[src/rtl/avmm_lvds_bridge_pkg.sv]
// Shared constants and types for the AVMM-over-LVDS bridge.
// Covers the packet header layout, the slave front-end FSM states and the timeout fill word.
package avmm_lvds_bridge_pkg;

    localparam int ADDR_W     = 32;
    localparam int BURSTCNT_W = 8;
    localparam int MAX_BURST  = 16;

    localparam int HDR_WR_BIT    = 31;
    localparam int HDR_BURST_BIT = 30;
    localparam int HDR_BE_LSB    = 24;

    localparam logic [31:0] TIMEOUT_DATA = 32'hDEAD_BEEF;

    typedef enum logic [2:0] {
        ST_IDLE,
        ST_HDR,
        ST_ADDR,
        ST_WR_DATA,
        ST_WR_ACK,
        ST_RD
    } avs_state_e;

endpackage

[src/rtl/avmm_lvds_bridge_avs_if_if.sv]
// Bundle of the bridge slave front end's Avalon ports, request/response channels and error flag.
// The slave modport is the bridge side; the master modport is the environment side.
interface avmm_lvds_bridge_avs_if_if #(
    parameter int ADDR_W     = avmm_lvds_bridge_pkg::ADDR_W,
    parameter int BURSTCNT_W = avmm_lvds_bridge_pkg::BURSTCNT_W
);
    logic [ADDR_W-1:0]     s0_address_i;
    logic [3:0]            s0_byteenable_i;
    logic [31:0]           s0_writedata_i;
    logic                  s0_write_i;
    logic                  s0_read_i;
    logic [31:0]           s0_readdata_o;
    logic                  s0_waitrequest_o;

    logic [ADDR_W-1:0]     s1_address_i;
    logic [BURSTCNT_W-1:0] s1_burstcount_i;
    logic [31:0]           s1_writedata_i;
    logic                  s1_write_i;
    logic                  s1_read_i;
    logic [31:0]           s1_readdata_o;
    logic                  s1_readdatavalid_o;
    logic                  s1_waitrequest_o;

    logic [31:0]           req_data_o;
    logic                  req_valid_o;

    logic                  resp_rdreq_o;
    logic [31:0]           resp_q_i;
    logic                  resp_rdempty_i;
    logic [BURSTCNT_W-1:0] resp_rdusedw_i;

    logic                  err_o;

    modport slave (
        input  s0_address_i, s0_byteenable_i, s0_writedata_i, s0_write_i, s0_read_i,
        output s0_readdata_o, s0_waitrequest_o,
        input  s1_address_i, s1_burstcount_i, s1_writedata_i, s1_write_i, s1_read_i,
        output s1_readdata_o, s1_readdatavalid_o, s1_waitrequest_o,
        output req_data_o, req_valid_o,
        output resp_rdreq_o,
        input  resp_q_i, resp_rdempty_i, resp_rdusedw_i,
        output err_o
    );

    modport master (
        output s0_address_i, s0_byteenable_i, s0_writedata_i, s0_write_i, s0_read_i,
        input  s0_readdata_o, s0_waitrequest_o,
        output s1_address_i, s1_burstcount_i, s1_writedata_i, s1_write_i, s1_read_i,
        input  s1_readdata_o, s1_readdatavalid_o, s1_waitrequest_o,
        input  req_data_o, req_valid_o,
        input  resp_rdreq_o,
        output resp_q_i, resp_rdempty_i, resp_rdusedw_i,
        input  err_o
    );
endinterface

[src/rtl/avmm_lvds_bridge_avs_if.sv]
// Avalon-MM slave front end: serializes s0/s1 transactions into request words and
// turns response words back into read data or write completion.
module avmm_lvds_bridge_avs_if #(
    parameter int          ADDR_W       = avmm_lvds_bridge_pkg::ADDR_W,
    parameter int          BURSTCNT_W   = avmm_lvds_bridge_pkg::BURSTCNT_W,
    parameter int unsigned RESP_TIMEOUT = 4096
) (
    input  logic                      clk_i,
    input  logic                      rst_i,
    avmm_lvds_bridge_avs_if_if.slave  bus
);
    import avmm_lvds_bridge_pkg::*;

    localparam int TMO_W = (RESP_TIMEOUT < 2) ? 1 : $clog2(RESP_TIMEOUT + 1);

    avs_state_e            state_q, state_d;
    logic                  sel_s1_q, sel_s1_d;
    logic                  wr_q, wr_d;
    logic [3:0]            be_q, be_d;
    logic [ADDR_W-1:0]     addr_q, addr_d;
    logic [BURSTCNT_W-1:0] len_q, len_d;
    logic [BURSTCNT_W-1:0] cnt_q, cnt_d;
    logic [BURSTCNT_W-1:0] pop_q, pop_d;
    logic                  rvalid_q, rvalid_d;
    logic                  to_q, to_d;
    logic                  err_q, err_d;
    logic [TMO_W-1:0]      tmo_q, tmo_d;

    logic                  in_resp, tmo_fire, beat_avail, rdreq, sel_write;
    logic [BURSTCNT_W-1:0] s1_len;
    logic [31:0]           hdr_word, rd_word;

    logic        s0_wait, s1_wait, s1_rdv, req_valid;
    logic [31:0] s0_rdata, s1_rdata, req_data;

    assign s1_len    = (bus.s1_burstcount_i == '0) ? BURSTCNT_W'(1) : bus.s1_burstcount_i;
    assign in_resp   = (state_q == ST_WR_ACK) || (state_q == ST_RD);
    assign sel_write = sel_s1_q ? bus.s1_write_i : bus.s0_write_i;
    // A word popped this cycle always wins over an expiring counter.
    assign tmo_fire  = (RESP_TIMEOUT != 0) && in_resp && !rvalid_q && !to_q &&
                       (tmo_q == TMO_W'(RESP_TIMEOUT));
    assign beat_avail = in_resp && (rvalid_q || to_q || tmo_fire);
    assign rdreq     = in_resp && !bus.resp_rdempty_i && (pop_q != '0) && !to_q && !tmo_fire;
    assign rd_word   = rvalid_q ? bus.resp_q_i : TIMEOUT_DATA;

    always_comb begin
        hdr_word                     = '0;
        hdr_word[HDR_WR_BIT]         = wr_q;
        hdr_word[HDR_BURST_BIT]      = sel_s1_q;
        hdr_word[HDR_BE_LSB +: 4]    = be_q;
        hdr_word[BURSTCNT_W-1:0]     = len_q;
    end

    always_ff @(posedge clk_i or posedge rst_i) begin
        if (rst_i) begin
            state_q  <= ST_IDLE;
            sel_s1_q <= 1'b0;
            wr_q     <= 1'b0;
            be_q     <= '0;
            addr_q   <= '0;
            len_q    <= '0;
            cnt_q    <= '0;
            pop_q    <= '0;
            rvalid_q <= 1'b0;
            to_q     <= 1'b0;
            err_q    <= 1'b0;
            tmo_q    <= '0;
        end else begin
            state_q  <= state_d;
            sel_s1_q <= sel_s1_d;
            wr_q     <= wr_d;
            be_q     <= be_d;
            addr_q   <= addr_d;
            len_q    <= len_d;
            cnt_q    <= cnt_d;
            pop_q    <= pop_d;
            rvalid_q <= rvalid_d;
            to_q     <= to_d;
            err_q    <= err_d;
            tmo_q    <= tmo_d;
        end
    end

    always_comb begin
        state_d  = state_q;
        sel_s1_d = sel_s1_q;
        wr_d     = wr_q;
        be_d     = be_q;
        addr_d   = addr_q;
        len_d    = len_q;
        cnt_d    = cnt_q;
        pop_d    = pop_q;
        rvalid_d = rdreq;
        to_d     = to_q;
        err_d    = err_q;
        tmo_d    = '0;
        case (state_q)
            ST_IDLE: begin
                to_d = 1'b0;
                if (bus.s0_write_i || bus.s0_read_i) begin
                    sel_s1_d = 1'b0;
                    wr_d     = bus.s0_write_i;
                    be_d     = bus.s0_byteenable_i;
                    addr_d   = bus.s0_address_i;
                    len_d    = BURSTCNT_W'(1);
                    state_d  = ST_HDR;
                end else if (bus.s1_write_i || bus.s1_read_i) begin
                    sel_s1_d = 1'b1;
                    wr_d     = bus.s1_write_i;
                    be_d     = 4'hF;
                    addr_d   = bus.s1_address_i;
                    len_d    = s1_len;
                    state_d  = ST_HDR;
                end
                cnt_d = len_d;
                pop_d = wr_d ? BURSTCNT_W'(1) : len_d;
            end
            ST_HDR:  state_d = ST_ADDR;
            ST_ADDR: state_d = wr_q ? ST_WR_DATA : ST_RD;
            ST_WR_DATA: begin
                if (sel_write) begin
                    cnt_d = cnt_q - BURSTCNT_W'(1);
                    if (cnt_q == BURSTCNT_W'(1)) state_d = ST_WR_ACK;
                end
            end
            ST_WR_ACK, ST_RD: begin
                if (rvalid_q)                           tmo_d = '0;
                else if (tmo_q == TMO_W'(RESP_TIMEOUT)) tmo_d = tmo_q;
                else                                    tmo_d = tmo_q + TMO_W'(1);
                if (rdreq) pop_d = pop_q - BURSTCNT_W'(1);
                if (tmo_fire) begin
                    to_d  = 1'b1;
                    err_d = 1'b1;
                end
                if (beat_avail) begin
                    cnt_d = cnt_q - BURSTCNT_W'(1);
                    if (state_q == ST_WR_ACK || cnt_q == BURSTCNT_W'(1)) state_d = ST_IDLE;
                end
            end
            default: state_d = ST_IDLE;
        endcase
    end

    always_comb begin
        s0_wait   = 1'b1;
        s1_wait   = 1'b1;
        s0_rdata  = '0;
        s1_rdata  = '0;
        s1_rdv    = 1'b0;
        req_valid = 1'b0;
        req_data  = '0;
        case (state_q)
            ST_HDR: begin
                req_valid = 1'b1;
                req_data  = hdr_word;
            end
            ST_ADDR: begin
                req_valid = 1'b1;
                req_data  = 32'(addr_q);
                if (sel_s1_q && !wr_q) s1_wait = 1'b0;
            end
            ST_WR_DATA: begin
                if (sel_write) begin
                    req_valid = 1'b1;
                    req_data  = sel_s1_q ? bus.s1_writedata_i : bus.s0_writedata_i;
                    // The last beat stays stalled until the far end acknowledges it.
                    if (cnt_q != BURSTCNT_W'(1)) begin
                        if (sel_s1_q) s1_wait = 1'b0;
                        else          s0_wait = 1'b0;
                    end
                end
            end
            ST_WR_ACK: begin
                if (beat_avail) begin
                    if (sel_s1_q) s1_wait = 1'b0;
                    else          s0_wait = 1'b0;
                end
            end
            ST_RD: begin
                if (beat_avail) begin
                    if (sel_s1_q) begin
                        s1_rdv   = 1'b1;
                        s1_rdata = rd_word;
                    end else begin
                        s0_wait  = 1'b0;
                        s0_rdata = rd_word;
                    end
                end
            end
            default: ;
        endcase
    end

    assign bus.s0_waitrequest_o   = s0_wait;
    assign bus.s0_readdata_o      = s0_rdata;
    assign bus.s1_waitrequest_o   = s1_wait;
    assign bus.s1_readdata_o      = s1_rdata;
    assign bus.s1_readdatavalid_o = s1_rdv;
    assign bus.req_valid_o        = req_valid;
    assign bus.req_data_o         = req_data;
    assign bus.resp_rdreq_o       = rdreq;
    assign bus.err_o              = err_q;

endmodule

[src/flat_wrapper.sv]
// flat-port wrapper written by rule: the top's interface ports become plain ports
module avmm_lvds_bridge_avs_if_flat import avmm_lvds_bridge_pkg::*;
#(
    parameter int          ADDR_W       = avmm_lvds_bridge_pkg::ADDR_W,
    parameter int          BURSTCNT_W   = avmm_lvds_bridge_pkg::BURSTCNT_W,
    parameter int unsigned RESP_TIMEOUT = 4096
)
  (clk_i, rst_i, bus_s0_address_i, bus_s0_byteenable_i, bus_s0_writedata_i, bus_s0_write_i, bus_s0_read_i, bus_s0_readdata_o, bus_s0_waitrequest_o, bus_s1_address_i, bus_s1_burstcount_i, bus_s1_writedata_i, bus_s1_write_i, bus_s1_read_i, bus_s1_readdata_o, bus_s1_readdatavalid_o, bus_s1_waitrequest_o, bus_req_data_o, bus_req_valid_o, bus_resp_rdreq_o, bus_resp_q_i, bus_resp_rdempty_i, bus_resp_rdusedw_i, bus_err_o);
  avmm_lvds_bridge_avs_if_if #(.ADDR_W(ADDR_W), .BURSTCNT_W(BURSTCNT_W)) bus_i ();
  input  logic clk_i;
  input  logic rst_i;
  input wire logic [$bits(bus_i.s0_address_i)-1:0] bus_s0_address_i;
  input wire logic [$bits(bus_i.s0_byteenable_i)-1:0] bus_s0_byteenable_i;
  input wire logic [$bits(bus_i.s0_writedata_i)-1:0] bus_s0_writedata_i;
  input wire logic [$bits(bus_i.s0_write_i)-1:0] bus_s0_write_i;
  input wire logic [$bits(bus_i.s0_read_i)-1:0] bus_s0_read_i;
  output wire logic [$bits(bus_i.s0_readdata_o)-1:0] bus_s0_readdata_o;
  output wire logic [$bits(bus_i.s0_waitrequest_o)-1:0] bus_s0_waitrequest_o;
  input wire logic [$bits(bus_i.s1_address_i)-1:0] bus_s1_address_i;
  input wire logic [$bits(bus_i.s1_burstcount_i)-1:0] bus_s1_burstcount_i;
  input wire logic [$bits(bus_i.s1_writedata_i)-1:0] bus_s1_writedata_i;
  input wire logic [$bits(bus_i.s1_write_i)-1:0] bus_s1_write_i;
  input wire logic [$bits(bus_i.s1_read_i)-1:0] bus_s1_read_i;
  output wire logic [$bits(bus_i.s1_readdata_o)-1:0] bus_s1_readdata_o;
  output wire logic [$bits(bus_i.s1_readdatavalid_o)-1:0] bus_s1_readdatavalid_o;
  output wire logic [$bits(bus_i.s1_waitrequest_o)-1:0] bus_s1_waitrequest_o;
  output wire logic [$bits(bus_i.req_data_o)-1:0] bus_req_data_o;
  output wire logic [$bits(bus_i.req_valid_o)-1:0] bus_req_valid_o;
  output wire logic [$bits(bus_i.resp_rdreq_o)-1:0] bus_resp_rdreq_o;
  input wire logic [$bits(bus_i.resp_q_i)-1:0] bus_resp_q_i;
  input wire logic [$bits(bus_i.resp_rdempty_i)-1:0] bus_resp_rdempty_i;
  input wire logic [$bits(bus_i.resp_rdusedw_i)-1:0] bus_resp_rdusedw_i;
  output wire logic [$bits(bus_i.err_o)-1:0] bus_err_o;
  assign bus_i.s0_address_i = bus_s0_address_i;
  assign bus_i.s0_byteenable_i = bus_s0_byteenable_i;
  assign bus_i.s0_writedata_i = bus_s0_writedata_i;
  assign bus_i.s0_write_i = bus_s0_write_i;
  assign bus_i.s0_read_i = bus_s0_read_i;
  assign bus_s0_readdata_o = bus_i.s0_readdata_o;
  assign bus_s0_waitrequest_o = bus_i.s0_waitrequest_o;
  assign bus_i.s1_address_i = bus_s1_address_i;
  assign bus_i.s1_burstcount_i = bus_s1_burstcount_i;
  assign bus_i.s1_writedata_i = bus_s1_writedata_i;
  assign bus_i.s1_write_i = bus_s1_write_i;
  assign bus_i.s1_read_i = bus_s1_read_i;
  assign bus_s1_readdata_o = bus_i.s1_readdata_o;
  assign bus_s1_readdatavalid_o = bus_i.s1_readdatavalid_o;
  assign bus_s1_waitrequest_o = bus_i.s1_waitrequest_o;
  assign bus_req_data_o = bus_i.req_data_o;
  assign bus_req_valid_o = bus_i.req_valid_o;
  assign bus_resp_rdreq_o = bus_i.resp_rdreq_o;
  assign bus_i.resp_q_i = bus_resp_q_i;
  assign bus_i.resp_rdempty_i = bus_resp_rdempty_i;
  assign bus_i.resp_rdusedw_i = bus_resp_rdusedw_i;
  assign bus_err_o = bus_i.err_o;
  avmm_lvds_bridge_avs_if #(.ADDR_W(ADDR_W), .BURSTCNT_W(BURSTCNT_W), .RESP_TIMEOUT(RESP_TIMEOUT)) u_core (.clk_i(clk_i), .rst_i(rst_i), .bus(bus_i));
endmodule
[config.mk]
export PLATFORM = sky130hd
export DESIGN_NAME = avmm_lvds_bridge_avs_if_flat
export DESIGN_NICKNAME = d
export VERILOG_FILES = /design/src/rtl/avmm_lvds_bridge_pkg.sv /design/src/rtl/avmm_lvds_bridge_avs_if_if.sv /design/src/rtl/avmm_lvds_bridge_avs_if.sv /design/src/flat_wrapper.sv
export SDC_FILE = /design/constraint.sdc
export NUM_CORES = 1
export LEC_CHECK = 0
export ABC_AREA = 1
export ABC_CLOCK_PERIOD_IN_PS = 2870
export CAP_MARGIN = 10
export CORE_ASPECT_RATIO = 1.25
export CORE_UTILIZATION = 37
export DETAILED_ROUTE_END_ITERATION = 8
export HOLD_SLACK_MARGIN = 0.15
export PLACE_DENSITY = 0.77
export SYNTH_ARGS = -nofsm -noshare
export SYNTH_HDL_FRONTEND = slang
export SYNTH_SLANG_ARGS = --single-unit
[constraint.sdc]
create_clock -name clk_i -period 2.87 [get_ports clk_i]
set_input_delay 0.7175 -clock clk_i [delete_from_list [all_inputs] [get_ports clk_i]]
set_output_delay 0.7175 -clock clk_i [all_outputs]
set_load 0.05 [all_outputs]
==> impl_metrics.py <==
metrics = {
    "route": {
        "wirelength_um": 21100,
        "drtIter0Drc": 286,
        "dr.pass1.iters": 5,
        "routed_via_density": 4.97,
        "drcViolationCount": 0,
        "antenna_left": 0,
        "avgRoutedWirePerCell_um": 15.4,
        "vias": 6834,
    },
    "flow_run": {
        "drv_cap": 0,
    },
    "sta": {
        "timing.fmax_mhz": 354,
        "tightestPinTransition_ns": 0.663,
        "relSlewSlack_pct": 55.8,
        "rsz0062_at_grt": "true",
        "setup-tns-final_ns": 0,
        "slew_violations": 0,
        "fin_skew_ns": 0.00995,
        "hold_viol_final": 0,
        "setup_viol": 0,
        "post-route-min-period_ns": 2.83,
        "period_share_pct": 98.5,
    },
    "critical_path": {
        "crit_required_ns": 2.15,
        "startpoint": "u_core.state_q[1]$_DFFE_PP0P_",
        "r2r_slack_ns": 0.96,
        "crit_fanout": 17,
        "path_class": "flop to output port",
        "arrival_ns": 2.11,
        "r2r-start": "u_core.tmo_q[0]$_DFFE_PP0P_",
        "crit_path_end_kind": "output port",
        "start_kind": "flop",
    },
    "global_routing": {
        "grt_pass1_vias": 6332,
        "grt_start_max_net_pins": 82,
        "grt_usage_pct": 24.7,
        "grt.overflow.total": 0,
        "grt_antenna_before_repair": 0,
        "grt_pass1_wl_um": 31300,
    },
    "placement": {
        "place.gp.congestion": 0.876,
        "placed_area_mm2": 0.00960,
        "port_buffers": 280,
        "dpl.hpwl_um": 15500,
    },
    "synth": {
        "synth_seq_area_share_pct": 34.6,
        "syn_area_per_cell_um2": 6.77,
        "synthFlopType": "dfrtp_1",
        "post_synth_num_cell_types": 38,
        "async_flop_share_pct": 100,
        "synth_warnings": 0,
        "synth_cells": 866,
        "synth_area_mm2": 0.00586,
        "synth_nets": 1059,
        "synth-seq-cells": 81,
        "synth_edf_count": 0,
    },
    "power": {
        "sw_frac_of_total_pct": 47.5,
        "p_leak_nw": 4.58,
        "switchingPower_w": 0.00420,
        "p_clk_share_pct": 12.0,
        "p_int_w": 0.00464,
        "p_total_w": 0.00883,
        "power_density_mw_per_mm2": 853,
        "comb_power_share_pct": 66.6,
        "ir_worst_vdd_mv": 0.674,
        "seqPwrFrac_pct": 21.4,
    },
    "floorplan": {
        "pin_count": 289,
        "dieHeight_um": 143,
        "rows": 51,
        "die_x_um": 115,
        "die_area_mm2": 0.0164,
        "core_mm2": 0.0155,
        "initial_core_util_pct": 37.8,
    },
    "cells_and_area": {
        "final_common_cell": "nand2_1",
        "fin_nets": 1351,
        "utilization_pct": 66.8,
        "drive_above_1_share_pct": 22.3,
        "synthToLayoutAreaGrowth_pct": 76.5,
        "antenna_cells_inserted": 0,
        "stdcell_area_mm2": 0.0104,
        "nFillCells": 1289,
        "final_cell_mix": "nand2_1 (293), clkdlybuf4s50_1 (177), nor2_1 (107)",
    },
    "clocking": {
        "hold_buffers": 0,
        "cts_max_path_buffers": 2,
        "clkLatencyLatePin_ns": 0.35,
        "cts.sink_count": 81,
        "cts_buffers": 9,
        "path_clk_slew_ns": 0.07,
        "cts_tree": "yes",
        "clockRootBuffer": "clkbuf_16",
        "htree_levels": 3,
    },
    "hold_path": {
        "hold_path_class": "flop to flop",
        "hp-start": "u_core.bus.err_o$_DFFE_PP0P_",
    },
    "run_status": {
        "status": "completed",
    },
}
metrics by stage:
| stage | worst slack (ns) | cells | hold slack [ns] |
|---|---|---|---|
| 2_1_floorplan | -0.138 | 866 | 0.449 |
| 3_3_place_gp | -0.0833 | 1348 | 0.450 |
| 3_5_place_dp | -0.129 | 1348 | 0.454 |
| 4_1_cts | 0.000165 | 1365 | 0.471 |
| 5_1_grt | -0.0706 | 1374 | 0.502 |
| 6_report | 0.0430 | 1374 | 0.467 |
cells in the mapped netlist (all sizes together), types with 16 or more instances:
library cell	instances	area [um2]
buf	24	169
a31oi	34	213
nor2	146	571
o21ai	56	280
nand2	300	1140
inv	65	244
clkbuf	18	67.6
nand3	29	200
mux2i	19	190
nor3	34	320
dfrtp	81	2030
a21oi	16	80.1
final timing paths:
check                                                 to  cells after the start
max                                 bus_s1_readdata_o[7]                      7
min                         u_core.bus.err_o$_DFFE_PP0P_                      2
min reg2reg                 u_core.bus.err_o$_DFFE_PP0P_                      2
max in group asynchronous    u_core.sel_s1_q$_DFFE_PP0P_                      3
min in group asynchronous  u_core.addr_q[21]$_DFFE_PP0P_                      3
max reg2reg                  u_core.cnt_q[4]$_DFFE_PP0P_                     12
registers in the layout (all words and copies together) (netlist names):
signal	flops
u_core.addr_q	32
u_core.len_q	8
u_core.be_q	4
u_core.cnt_q	8
u_core.to_q	1
u_core.sel_s1_q	1
u_core.state_q	3
u_core.bus.err_o	1
u_core.tmo_q	13
u_core.pop_q	8
u_core.rvalid_q	1
u_core.wr_q	1
power by group through the flow:
| stage | Clock (W) | Combinational, W | Sequential, W |
|---|---|---|---|
| detailed placement | 0 | 0.00569 | 0.00190 |
| global route | 0.00110 | 0.00634 | 0.00195 |
| CTS | 0.00107 | 0.00583 | 0.00189 |
| global placement | 0 | 0.00561 | 0.00188 |
| floorplan | 0 | 0.00339 | 0.00181 |
| finish | 0.00106 | 0.00588 | 0.00189 |
repair_timing:
item                       CTS  global route
setup endpoints to repair   94            78
pin swaps                    2             0
resized for setup           16            79
setup buffers                1             5
cloned                       1             4
routing by layer:
| layer | GRT usage (%) | wire length [um] | share of wire (%) | vias to the layer above |
|---|---|---|---|---|
| met3 | 6.37 | 1830 | 8.6 | 31 |
| met1 | 26.8 | 7860 | 37 | 3121 |
| met5 | 0 | 0 | 0 | - |
| li1 | - | - | - | 3380 |
| met2 | 46.0 | 11100 | 52 | 302 |
| met4 | 8.75 | 397 | 1.9 | 0 |
area by class of cell:
class	instances	area [um2]	area share [%]
clock buffer	10	229	2.21
multi-input combinational	676	3580	34.6
inverter	67	256	2.48
tap	212	265	2.56
clock inverter	5	33.8	0.326
timing repair buffer	323	3960	38.2
sequential	81	2030	19.6
cell families after synthesis:
logic type               count (synthesis)  synth area share [%]
XOR/XNOR                                 5                 0.747
AND/OR/NAND/NOR                        518                  39.4
multiplexers                            19                  3.24
AO/OA/AOI/OAI                          128                  12.4
adder cells (fa/ha/maj)                  6                  1.28
buffers and inverters                  109                  8.34
flip-flops                              81                  34.6
worst max-delay path, stage by stage, from the launching register on:
cell	delay, ns
dfrtp_1	0.45
inv_2	0.17
nand2_2	0.16
inv_2	0.26
nand4_4	0.19
buf_12	0.22
nor2_2	0.16
buf_12	0.16
(Power assumes the default switching activity.)
